--- config.mk ---
export PLATFORM = sky130hd
export DESIGN_NAME = uart_cfg_ctrl
export DESIGN_NICKNAME = d
export VERILOG_FILES = /design/src/rtl/uart_cfg_ctrl.sv
export SDC_FILE = /design/constraint.sdc
export NUM_CORES = 1
export LEC_CHECK = 0
export ABC_CLOCK_PERIOD_IN_PS = 5000
export CAP_MARGIN = 10
export CORE_MARGIN = 10
export CORE_UTILIZATION = 50
export DETAILED_ROUTE_END_ITERATION = 8
export PLACE_DENSITY = 0.72
export SYNTH_ARGS = -nofsm -noshare
export SYNTH_HDL_FRONTEND = slang
export SYNTH_SLANG_ARGS = --single-unit
--- constraint.sdc ---
create_clock -name clk -period 5 [get_ports clk]
set_input_delay 1 -clock clk [delete_from_list [all_inputs] [get_ports clk]]
set_output_delay 1 -clock clk [all_outputs]
set_load 0.05 [all_outputs]
--- src/rtl/uart_cfg_ctrl.sv ---
// Purpose : framed UART command parser that owns the analyzer's 24-bit frequency threshold.
// Latency : a new value lands in freq_threshold one edge after the CHK byte when cfg_hold is low.
// Backpr. : cfg_hold defers applies indefinitely (last accepted value wins); rx bytes are never stalled.
//
// Frame: A5, CMD, P2, P1, P0, CHK where CHK = CMD^P2^P1^P0 and payload = {P2,P1,P0}.
//   CMD 01 set threshold, CMD 02 preset (P0+1)*10000, CMD 03 sweep (only with CFG_SWEEP_EN).
// Optional feature macro: CFG_SWEEP_EN (automatic threshold sweep; also adds SWEEP_PERIOD).
// Ports:
//   clk, rst_n             clock, asynchronous active-low reset
//   rx_valid, rx_byte      one-cycle byte strobe from the serial receiver
//   cfg_hold               consumer busy: defer threshold changes
//   freq_threshold         applied threshold (Hz)
//   cfg_update             one-cycle pulse on each apply (even if the value is unchanged)
//   frame_err, err_code    reject pulse; code 1=checksum 2=cmd/range 3=timeout, held until next error
//   sweep_active           sweep running (constant 0 when the sweep feature is not built)
module uart_cfg_ctrl #(
    parameter int unsigned THR_DEFAULT  = 10000,
    parameter int unsigned THR_MIN      = 10000,
    parameter int unsigned THR_MAX      = 2000000,
`ifdef CFG_SWEEP_EN
    parameter int unsigned SWEEP_PERIOD = 5000000,
`endif
    parameter int unsigned TIMEOUT_CYC  = 1000000
) (
    input  logic        clk,
    input  logic        rst_n,
    input  logic        rx_valid,
    input  logic [7:0]  rx_byte,
    input  logic        cfg_hold,
    output logic [23:0] freq_threshold,
    output logic        cfg_update,
    output logic        frame_err,
    output logic [1:0]  err_code,
    output logic        sweep_active
);

    typedef enum logic [2:0] {
        ST_IDLE,
        ST_CMD,
        ST_PL2,
        ST_PL1,
        ST_PL0,
        ST_CHK
    } state_t;

    localparam logic [7:0]  HDR_BYTE    = 8'hA5;
    localparam logic [7:0]  CMD_SET     = 8'h01;
    localparam logic [7:0]  CMD_PRESET  = 8'h02;
    localparam logic [1:0]  ERR_CHK     = 2'd1;
    localparam logic [1:0]  ERR_CMD     = 2'd2;
    localparam logic [1:0]  ERR_TO      = 2'd3;
    localparam logic [23:0] THR_MIN_V   = 24'(THR_MIN);
    localparam logic [23:0] THR_MAX_V   = 24'(THR_MAX);
    localparam logic [23:0] THR_RST_V   = 24'(THR_DEFAULT);
    localparam logic [23:0] PRESET_UNIT = 24'd10000;
    localparam int unsigned TO_W        = $clog2(TIMEOUT_CYC + 1);
    localparam logic [TO_W-1:0] TO_LAST = TO_W'(TIMEOUT_CYC - 1);

    state_t          state_q, state_d;
    logic [7:0]      cmd_q, cmd_d;
    logic [7:0]      p2_q, p2_d;
    logic [7:0]      p1_q, p1_d;
    logic [7:0]      p0_q, p0_d;
    logic [TO_W-1:0] to_cnt_q, to_cnt_d;
    logic [23:0]     pend_q, pend_d;
    logic            pend_vld_q, pend_vld_d;
    logic [23:0]     thr_q, thr_d;
    logic            upd_q, upd_d;
    logic            ferr_q, ferr_d;
    logic [1:0]      err_q, err_d;

    logic [23:0]     payload;
    logic            chk_ok;
    logic            cmd_ok;
    logic [23:0]     cmd_val;

`ifdef CFG_SWEEP_EN
    localparam int unsigned PER_W          = $clog2(SWEEP_PERIOD + 1);
    localparam logic [PER_W-1:0] PER_LAST  = PER_W'(SWEEP_PERIOD - 1);
    localparam logic [23:0] STEP_MAX       = 24'(THR_MAX - THR_MIN);
    localparam logic [7:0]  CMD_SWEEP      = 8'h03;

    logic             sweep_q, sweep_d;
    logic [23:0]      step_q, step_d;
    logic [PER_W-1:0] per_q, per_d;
    logic             cmd_sweep;
    logic [24:0]      sweep_sum;
    logic [23:0]      sweep_next;

    // One bit of headroom so the wrap test sees sums above THR_MAX.
    assign sweep_sum  = {1'b0, thr_q} + {1'b0, step_q};
    assign sweep_next = (sweep_sum > {1'b0, THR_MAX_V}) ? THR_MIN_V : sweep_sum[23:0];
`endif

    assign payload = {p2_q, p1_q, p0_q};
    assign chk_ok  = ((cmd_q ^ p2_q ^ p1_q ^ p0_q) == rx_byte);

    // Command decode on the registered frame; only consulted on the CHK byte.
    always_comb begin
        cmd_ok  = 1'b0;
        cmd_val = payload;
`ifdef CFG_SWEEP_EN
        cmd_sweep = 1'b0;
`endif
        case (cmd_q)
            CMD_SET: begin
                cmd_ok = (payload >= THR_MIN_V) && (payload <= THR_MAX_V);
            end
            CMD_PRESET: begin
                cmd_ok  = (p2_q == 8'd0) && (p1_q == 8'd0) && (p0_q <= 8'd9);
                cmd_val = (24'(p0_q) + 24'd1) * PRESET_UNIT;
            end
`ifdef CFG_SWEEP_EN
            CMD_SWEEP: begin
                cmd_ok    = (payload >= 24'd1) && (payload <= STEP_MAX);
                cmd_val   = THR_MIN_V;
                cmd_sweep = 1'b1;
            end
`endif
            default: ;
        endcase
    end

    // Priority, lowest to highest: apply, sweep tick, frame parse. A frame
    // accepted on the same edge as an apply therefore re-arms pend_vld while
    // the apply consumes the previous pend value.
    always_comb begin
        state_d    = state_q;
        cmd_d      = cmd_q;
        p2_d       = p2_q;
        p1_d       = p1_q;
        p0_d       = p0_q;
        to_cnt_d   = to_cnt_q;
        pend_d     = pend_q;
        pend_vld_d = pend_vld_q;
        thr_d      = thr_q;
        upd_d      = 1'b0;
        ferr_d     = 1'b0;
        err_d      = err_q;
`ifdef CFG_SWEEP_EN
        sweep_d    = sweep_q;
        step_d     = step_q;
        per_d      = per_q;
`endif

        if (pend_vld_q && !cfg_hold) begin
            thr_d      = pend_q;
            pend_vld_d = 1'b0;
            upd_d      = 1'b1;
        end

`ifdef CFG_SWEEP_EN
        // The period counter only runs while the consumer accepts changes.
        if (sweep_q && !cfg_hold) begin
            if (per_q == PER_LAST) begin
                per_d      = '0;
                pend_d     = sweep_next;
                pend_vld_d = 1'b1;
            end else begin
                per_d = per_q + 1'b1;
            end
        end
`endif

        if (rx_valid) begin
            // A byte on the timeout edge wins over the timeout.
            to_cnt_d = '0;
            case (state_q)
                ST_IDLE: if (rx_byte == HDR_BYTE) state_d = ST_CMD;
                ST_CMD: begin
                    cmd_d   = rx_byte;
                    state_d = ST_PL2;
                end
                ST_PL2: begin
                    p2_d    = rx_byte;
                    state_d = ST_PL1;
                end
                ST_PL1: begin
                    p1_d    = rx_byte;
                    state_d = ST_PL0;
                end
                ST_PL0: begin
                    p0_d    = rx_byte;
                    state_d = ST_CHK;
                end
                ST_CHK: begin
                    state_d = ST_IDLE;
                    if (!chk_ok) begin
                        ferr_d = 1'b1;
                        err_d  = ERR_CHK;
                    end else if (!cmd_ok) begin
                        ferr_d = 1'b1;
                        err_d  = ERR_CMD;
                    end else begin
                        pend_d     = cmd_val;
                        pend_vld_d = 1'b1;
`ifdef CFG_SWEEP_EN
                        sweep_d = cmd_sweep;
                        if (cmd_sweep) begin
                            step_d = payload;
                            per_d  = '0;
                        end
`endif
                    end
                end
                default: state_d = ST_IDLE;
            endcase
        end else if (state_q != ST_IDLE) begin
            if (to_cnt_q == TO_LAST) begin
                state_d  = ST_IDLE;
                to_cnt_d = '0;
                ferr_d   = 1'b1;
                err_d    = ERR_TO;
            end else begin
                to_cnt_d = to_cnt_q + 1'b1;
            end
        end
    end

    always_ff @(posedge clk or negedge rst_n) begin
        if (!rst_n) begin
            state_q    <= ST_IDLE;
            cmd_q      <= 8'd0;
            p2_q       <= 8'd0;
            p1_q       <= 8'd0;
            p0_q       <= 8'd0;
            to_cnt_q   <= '0;
            pend_q     <= 24'd0;
            pend_vld_q <= 1'b0;
            thr_q      <= THR_RST_V;
            upd_q      <= 1'b0;
            ferr_q     <= 1'b0;
            err_q      <= 2'd0;
        end else begin
            state_q    <= state_d;
            cmd_q      <= cmd_d;
            p2_q       <= p2_d;
            p1_q       <= p1_d;
            p0_q       <= p0_d;
            to_cnt_q   <= to_cnt_d;
            pend_q     <= pend_d;
            pend_vld_q <= pend_vld_d;
            thr_q      <= thr_d;
            upd_q      <= upd_d;
            ferr_q     <= ferr_d;
            err_q      <= err_d;
        end
    end

`ifdef CFG_SWEEP_EN
    always_ff @(posedge clk or negedge rst_n) begin
        if (!rst_n) begin
            sweep_q <= 1'b0;
            step_q  <= 24'd0;
            per_q   <= '0;
        end else begin
            sweep_q <= sweep_d;
            step_q  <= step_d;
            per_q   <= per_d;
        end
    end

    assign sweep_active = sweep_q;
`else
    assign sweep_active = 1'b0;
`endif

    assign freq_threshold = thr_q;
    assign cfg_update     = upd_q;
    assign frame_err      = ferr_q;
    assign err_code       = err_q;

endmodule

==> flow_summary_export.csv, run 1 <==
group,metric,value,unit
floorplanning,pin_count,41,
clocking,cts.path.max_buffers,2,
worst_setup_path,cp-start-kind,"register",
cells_and_area,n_antenna_cell,0,
worst_setup_path,critical_path_arrival,5.08,ns
detailed_routing,drtIter0Drc,342,
synthesis,syn_inst,634,
clocking,cts_max_level,3,
worst_setup_path,cp_common_cell,"inv_1",
synthesis,netlist_area,6650,um^2
global_routing,antenna_found_initial,0,
detailed_routing,via_per_inst,5.65,
sta,finalSetupViolCount,0,
sta,slew_headroom,0.239,
global_routing,grt_start_max_net_pins,76,
floorplanning,dieArea,18300,um^2
detailed_routing,ant_nets,0,
synthesis,synth_top_cell_area_share,0.388,
cells_and_area,drive_gt1_frac,0.158,
floorplanning,coreArea,13100,um^2
placement,dpl-instance-area,7260,um^2
clocking,hold_buffers,0,
floorplanning,die_w,135,um
cells_and_area,num-nets-final,748,
detailed_routing,drcViolationCount,0,
detailed_routing,wl,14700,um
global_routing,grt_pass1_wl,24200,um
sta,clock_skew,0.0128,ns
cells_and_area,syn_to_final_growth,14.7,%
clocking,cts.sinks,108,
sta,fin_crit,4.78,ns
sta,worst_pin_slew,1.14,ns
worst_setup_path,max_stage_delay,0.56,ns
global_routing,first_global_vias,4855,
global_routing,grt_overflow,0,
cells_and_area,post_layout_nonfiller_instances,858,
synthesis,seq_area_frac_synth,0.407,
worst_setup_path,worstPathRequired,5.30,ns
synthesis,synth_edf_count,0,
sta,maxSlewViolCount,0,
placement,gp_congestion,0.913,
worst_setup_path,cpLargestDelayFamily,"adder cells",
clocking,clock_latency,0.36,ns
cells_and_area,regArea,2710,um^2
cells_and_area,final_area,7630,um^2
worst_setup_path,crit_chain,"nand3_2 > nor2_2 > nand4_1 > xnor2_2 > inv_1 > fa_1 > fa_1 > inv_1 > ha_1 > inv_1 > fa_1 > inv_1 > ha_1 > or3_1 > o31a_1 > a2111oi_4 > o22ai_1 > o31ai_1 > mux2_4",
synthesis,synth_cell_type_count,63,
placement,numPortBuffers,39,
synthesis,avgSynthCellArea,10.5,um^2
floorplanning,start_util,0.506,
min_path,hold_class,"register to register",
clocking,clk_pin_slew,0.07,ns
cells_and_area,multiInputGateArea,3690,um^2
synthesis,async_flop_share,1.00,
placement,hpwl,11200,um
synthesis,synth_seq_cells,108,
cells_and_area,fillers,1146,
synthesis,yosysWarnings,0,
clocking,numCtsBuffers,9,
clocking,cts_root_buffer,"clkbuf_16",
sta,fmax,209,MHz
outcome,status,"finished, final reports clean",
detailed_routing,wire_per_inst,17.1,um
synthesis,synthFlopType,"dfrtp_1",
detailed_routing,dr.pass1.iters,5,
run,cap_violations,0,
synthesis,yosysTopAreaCell,"dfrtp_1",
floorplanning,rows,42,
placement,placedCellCount,841,
synthesis,netlist_top_cells_area,"dfrtp_1, mux2_2, ha_1, xnor2_1, fa_1",
worst_setup_path,cp-end-kind,"register",
sta,hold_violations,0,
floorplanning,die_h,135,um
global_routing,grt.total_usage,0.165,
sta,rsz0062_at_grt,"false",
worst_setup_path,crit_buf_inv,4,
clocking,cts_tree,"done",
worst_setup_path,cp_max_fo,4,
synthesis,syn_nets,705,
worst_setup_path,criticalPathCategory,"register to register",
sta,min_period_over_period,0.956,
worst_setup_path,crit_slowest_cell,"fa_1",
detailed_routing,num_vias,4849,
-- metal layers --
layer  vias to the layer above  share of wire  global-route usage
met5                         -              0                   0
met4                         0          0.014              0.0455
met3                        22          0.055              0.0356
met2                       120           0.48               0.270
met1                      2429           0.45               0.216
li1                       2278              -                   -
-- per-stage QoR --
stage | hold WS [ns] | TNS (ns) | utilization | setup slack (ns)
floorplan | 0.445 | 0 | - | 0.0631
global placement | 0.460 | 0 | 0.553 | 0.179
detailed placement | 0.468 | -0.0734 | 0.553 | -0.0734
CTS | 0.484 | 0 | 0.577 | 0.0269
global route | 0.513 | 0 | 0.580 | 0.00487
finish | 0.478 | 0 | 0.580 | 0.218
-- layout make-up --
cell class                      count  area share
Clock inverter                      5     0.00788
Clock buffer                       11      0.0318
Sequential cell                   108       0.355
Inverter                           52      0.0256
Timing Repair Buffer               55      0.0666
Tap cell                          176      0.0289
Multi-Input combinational cell    451       0.484
-- synthesized netlist by cell type (all sizes together), types with 7 or more instances --
master,count
o31ai,7
o21ai,43
inv,52
dfrtp,103
clkbuf,17
nand4,8
xor2,13
nor3,8
mux2,59
ha,46
a21oi,13
nand2,51
fa,13
nand3,9
nor4,7
xnor2,36
a211oi,8
nor2,47
-- worst min-delay path, cell delays in order (launching register included) --
cell     delay [ns]
dfrtp_1        0.34
nand2_1        0.04
o21ai_0        0.06
-- final timing paths --
check / start / cells after the start / end / slack (ns)
min reg2reg: pend_q[16]$_DFFE_PN0P_ / 2 / pend_q[16]$_DFFE_PN0P_ / 0.48
min: pend_q[16]$_DFFE_PN0P_ / 2 / pend_q[16]$_DFFE_PN0P_ / 0.48
max: p0_q[4]$_DFFE_PN0P_ / 19 / pend_q[21]$_DFFE_PN0P_ / 0.22
max in group asynchronous: rst_n / 2 / p0_q[1]$_DFFE_PN0P_ / 3.21
max reg2reg: p0_q[4]$_DFFE_PN0P_ / 19 / pend_q[21]$_DFFE_PN0P_ / 0.22
min in group asynchronous: rst_n / 1 / pend_vld_q$_DFF_PN0_ / 0.78
-- registers in the layout (all words and copies together) (netlist names), 3 cells and up --
register,cells
p0_q,8
p1_q,8
p2_q,8
to_cnt_q,20
cmd_q,8
pend_q,24
state_q,3
freq_threshold,24
-- timing repair --
item                       in CTS  in global routing
pin swaps                       0                  5
resized for setup               3                  7
buffers inserted                0                  1
setup endpoints to repair       1                  5
-- cells in the final DEF (no fill, tap or decap), types with 13 or more instances in the layout --
cell,n
clkdlybuf4s50_1,38
nor2_1,46
nand2_1,51
o21ai_0,42
xnor2_1,34
fa_1,13
a21oi_1,13
mux2_2,55
inv_1,52
xor2_1,13
ha_1,45
dfrtp_1,102
buf_4,17
-- kinds of logic after synthesis --
logic type / Yosys count / share of synthesized area
xor+xnor: 55 / 0.0848
simple gates: 171 / 0.131
mux: 65 / 0.111
other cells: 1 / 0.000564
compound gates: 100 / 0.0941
buf+inv: 75 / 0.0455
fa+ha+maj: 59 / 0.126
flops: 108 / 0.407
Power of run 1 is not shown: default switching activity piles up to over one toggle a cycle in this logic, so the estimate is an artifact.
==> run 2, diff against run 1 <==
--- a/config.mk
+++ b/config.mk
@@ -7,7 +7,6 @@
 export LEC_CHECK = 0
 export ABC_CLOCK_PERIOD_IN_PS = 5000
 export CAP_MARGIN = 10
-export CORE_MARGIN = 10
 export CORE_UTILIZATION = 50
 export DETAILED_ROUTE_END_ITERATION = 8
 export PLACE_DENSITY = 0.72
==> run 2 against run 1 <==
Non-clock buffer count rose by 2; critical path depth unchanged; hold slack improved by 0.0039 ns; cell count shrank 0.23%; largest cell class unchanged; critical endpoint is now pend_q[17]$_DFFE_PN0P_.
==> flow_summary_export.csv, run 2 (synthesized netlist as in run 1, its figures left out) <==
group,metric,value,unit
outcome,status,"finished, final reports clean",
placement,gp_congestion,0.905,
cells_and_area,multiInputGateArea,3700,um^2
sta,worst_pin_slew,1.13,ns
cells_and_area,num-nets-final,750,
placement,hpwl,11100,um
worst_setup_path,crit_buf_inv,5,
sta,finalSetupViolCount,0,
floorplanning,die_h,117,um
floorplanning,rows,41,
worst_setup_path,max_stage_delay,0.55,ns
detailed_routing,num_vias,4821,
worst_setup_path,criticalPathCategory,"register to register",
min_path,hold_class,"register to register",
clocking,hold_buffers,0,
worst_setup_path,cp_common_cell,"inv_1",
cells_and_area,syn_to_final_growth,15.0,%
sta,fmax,206,MHz
worst_setup_path,crit_slowest_cell,"fa_1",
clocking,numCtsBuffers,9,
clocking,cts_max_level,3,
global_routing,grt.total_usage,0.226,
floorplanning,die_w,117,um
sta,maxSlewViolCount,0,
detailed_routing,wire_per_inst,17.1,um
cells_and_area,regArea,2710,um^2
sta,hold_violations,0,
worst_setup_path,regToRegSetupSlack,0.15,ns
min_path,min_from,"pend_q[9]$_DFFE_PN0P_",
detailed_routing,via_per_inst,5.63,
detailed_routing,dr.pass1.iters,5,
cells_and_area,mostFrequentLayoutCells,"dfrtp_1, mux2_2, inv_1",
global_routing,antenna_found_initial,0,
worst_setup_path,crit_chain,"nand3_2 > nor2_4 > nand4_1 > xnor2_2 > inv_1 > fa_1 > fa_1 > inv_1 > ha_1 > inv_1 > fa_1 > inv_1 > ha_1 > or3_1 > o31a_1 > buf_4 > xnor2_2 > o21ai_0 > mux2_4",
clocking,cts_tree,"done",
global_routing,grt_pass1_wl,24500,um
global_routing,grt_overflow,0,
clocking,clock_latency,0.36,ns
detailed_routing,wl,14600,um
clocking,clk_pin_slew,0.08,ns
worst_setup_path,cp-end-kind,"register",
detailed_routing,drcViolationCount,0,
cells_and_area,n_antenna_cell,0,
detailed_routing,drtIter0Drc,306,
sta,fin_crit,4.85,ns
worst_setup_path,r2r-start,"p0_q[4]$_DFFE_PN0P_",
floorplanning,start_util,0.521,
placement,numPortBuffers,39,
detailed_routing,ant_nets,0,
cells_and_area,final_util,0.599,
clocking,cts.path.max_buffers,2,
global_routing,first_global_vias,4865,
worst_setup_path,cp-start-kind,"register",
sta,clock_skew,0.0104,ns
clocking,cts_root_buffer,"clkbuf_16",
worst_setup_path,worstPathRequired,5.25,ns
cells_and_area,final_common_cell,"dfrtp_1",
floorplanning,coreArea,12800,um^2
run,cap_violations,0,
floorplanning,pin_count,41,
worst_setup_path,cp_max_fo,4,
cells_and_area,drive_gt1_frac,0.159,
cells_and_area,fillers,1062,
sta,slew_headroom,0.240,
worst_setup_path,crit_path_start,"p0_q[4]$_DFFE_PN0P_",
worst_setup_path,cpLargestDelayFamily,"adder cells",
global_routing,grt_start_max_net_pins,71,
clocking,cts.sinks,108,
worst_setup_path,critical_path_arrival,5.10,ns
sta,min_period_over_period,0.970,
floorplanning,dieArea,13800,um^2
run 2: cell type report:
class                      count  share of cell area
tap                          172              0.0281
inverter                      52              0.0255
multi-input combinational    451               0.484
sequential                   108               0.354
clock buffer                  11              0.0317
timing repair buffer          57              0.0684
clock inverter                 5             0.00867
run 2: worst paths after layout:
check	endpoint	depth (start not counted)
worst max-delay path	pend_q[17]$_DFFE_PN0P_	19
worst min-delay path	pend_q[9]$_DFFE_PN0P_	2
worst max register to register	pend_q[17]$_DFFE_PN0P_	19
worst min register to register	pend_q[9]$_DFFE_PN0P_	2
max in group asynchronous	p0_q[6]$_DFFE_PN0P_	2
min in group asynchronous	pend_q[23]$_DFFE_PN0P_	1
run 2: stage by stage:
stage | hold slack [ns] | cells | setup TNS, ns | setup slack, ns | area (um^2)
2_1_floorplan | 0.445 | 634 | 0 | 0.0631 | 6650
3_3_place_gp | 0.458 | 837 | 0 | 0.157 | 7260
3_5_place_dp | 0.467 | 837 | 0 | 0.0386 | 7260
4_1_cts | 0.483 | 853 | 0 | 0.0113 | 7570
5_1_grt | 0.505 | 856 | -0.279 | -0.0792 | 7650
6_report | 0.482 | 856 | 0 | 0.152 | 7650
run 2: tightest hold or removal path, stage by stage, from the launching register on:
cell	delay [ns]
dfrtp_1	0.34
nand2_1	0.05
o21ai_0	0.06
run 2: what timing repair did:
action	4_1_cts	5_1_grt
pin swaps	0	6
setup endpoints to repair	1	5
buffers inserted	0	3
resized for setup	1	9
run 2: layer usage:
metal | part of all wire | up-vias | track usage
met5 | 0 | - | 0
met4 | 0.014 | 0 | 0.0706
met3 | 0.056 | 19 | 0.0462
met2 | 0.47 | 138 | 0.354
met1 | 0.46 | 2376 | 0.314
li1 | - | 2288 | -
Power of run 2 is left out for the same reason.
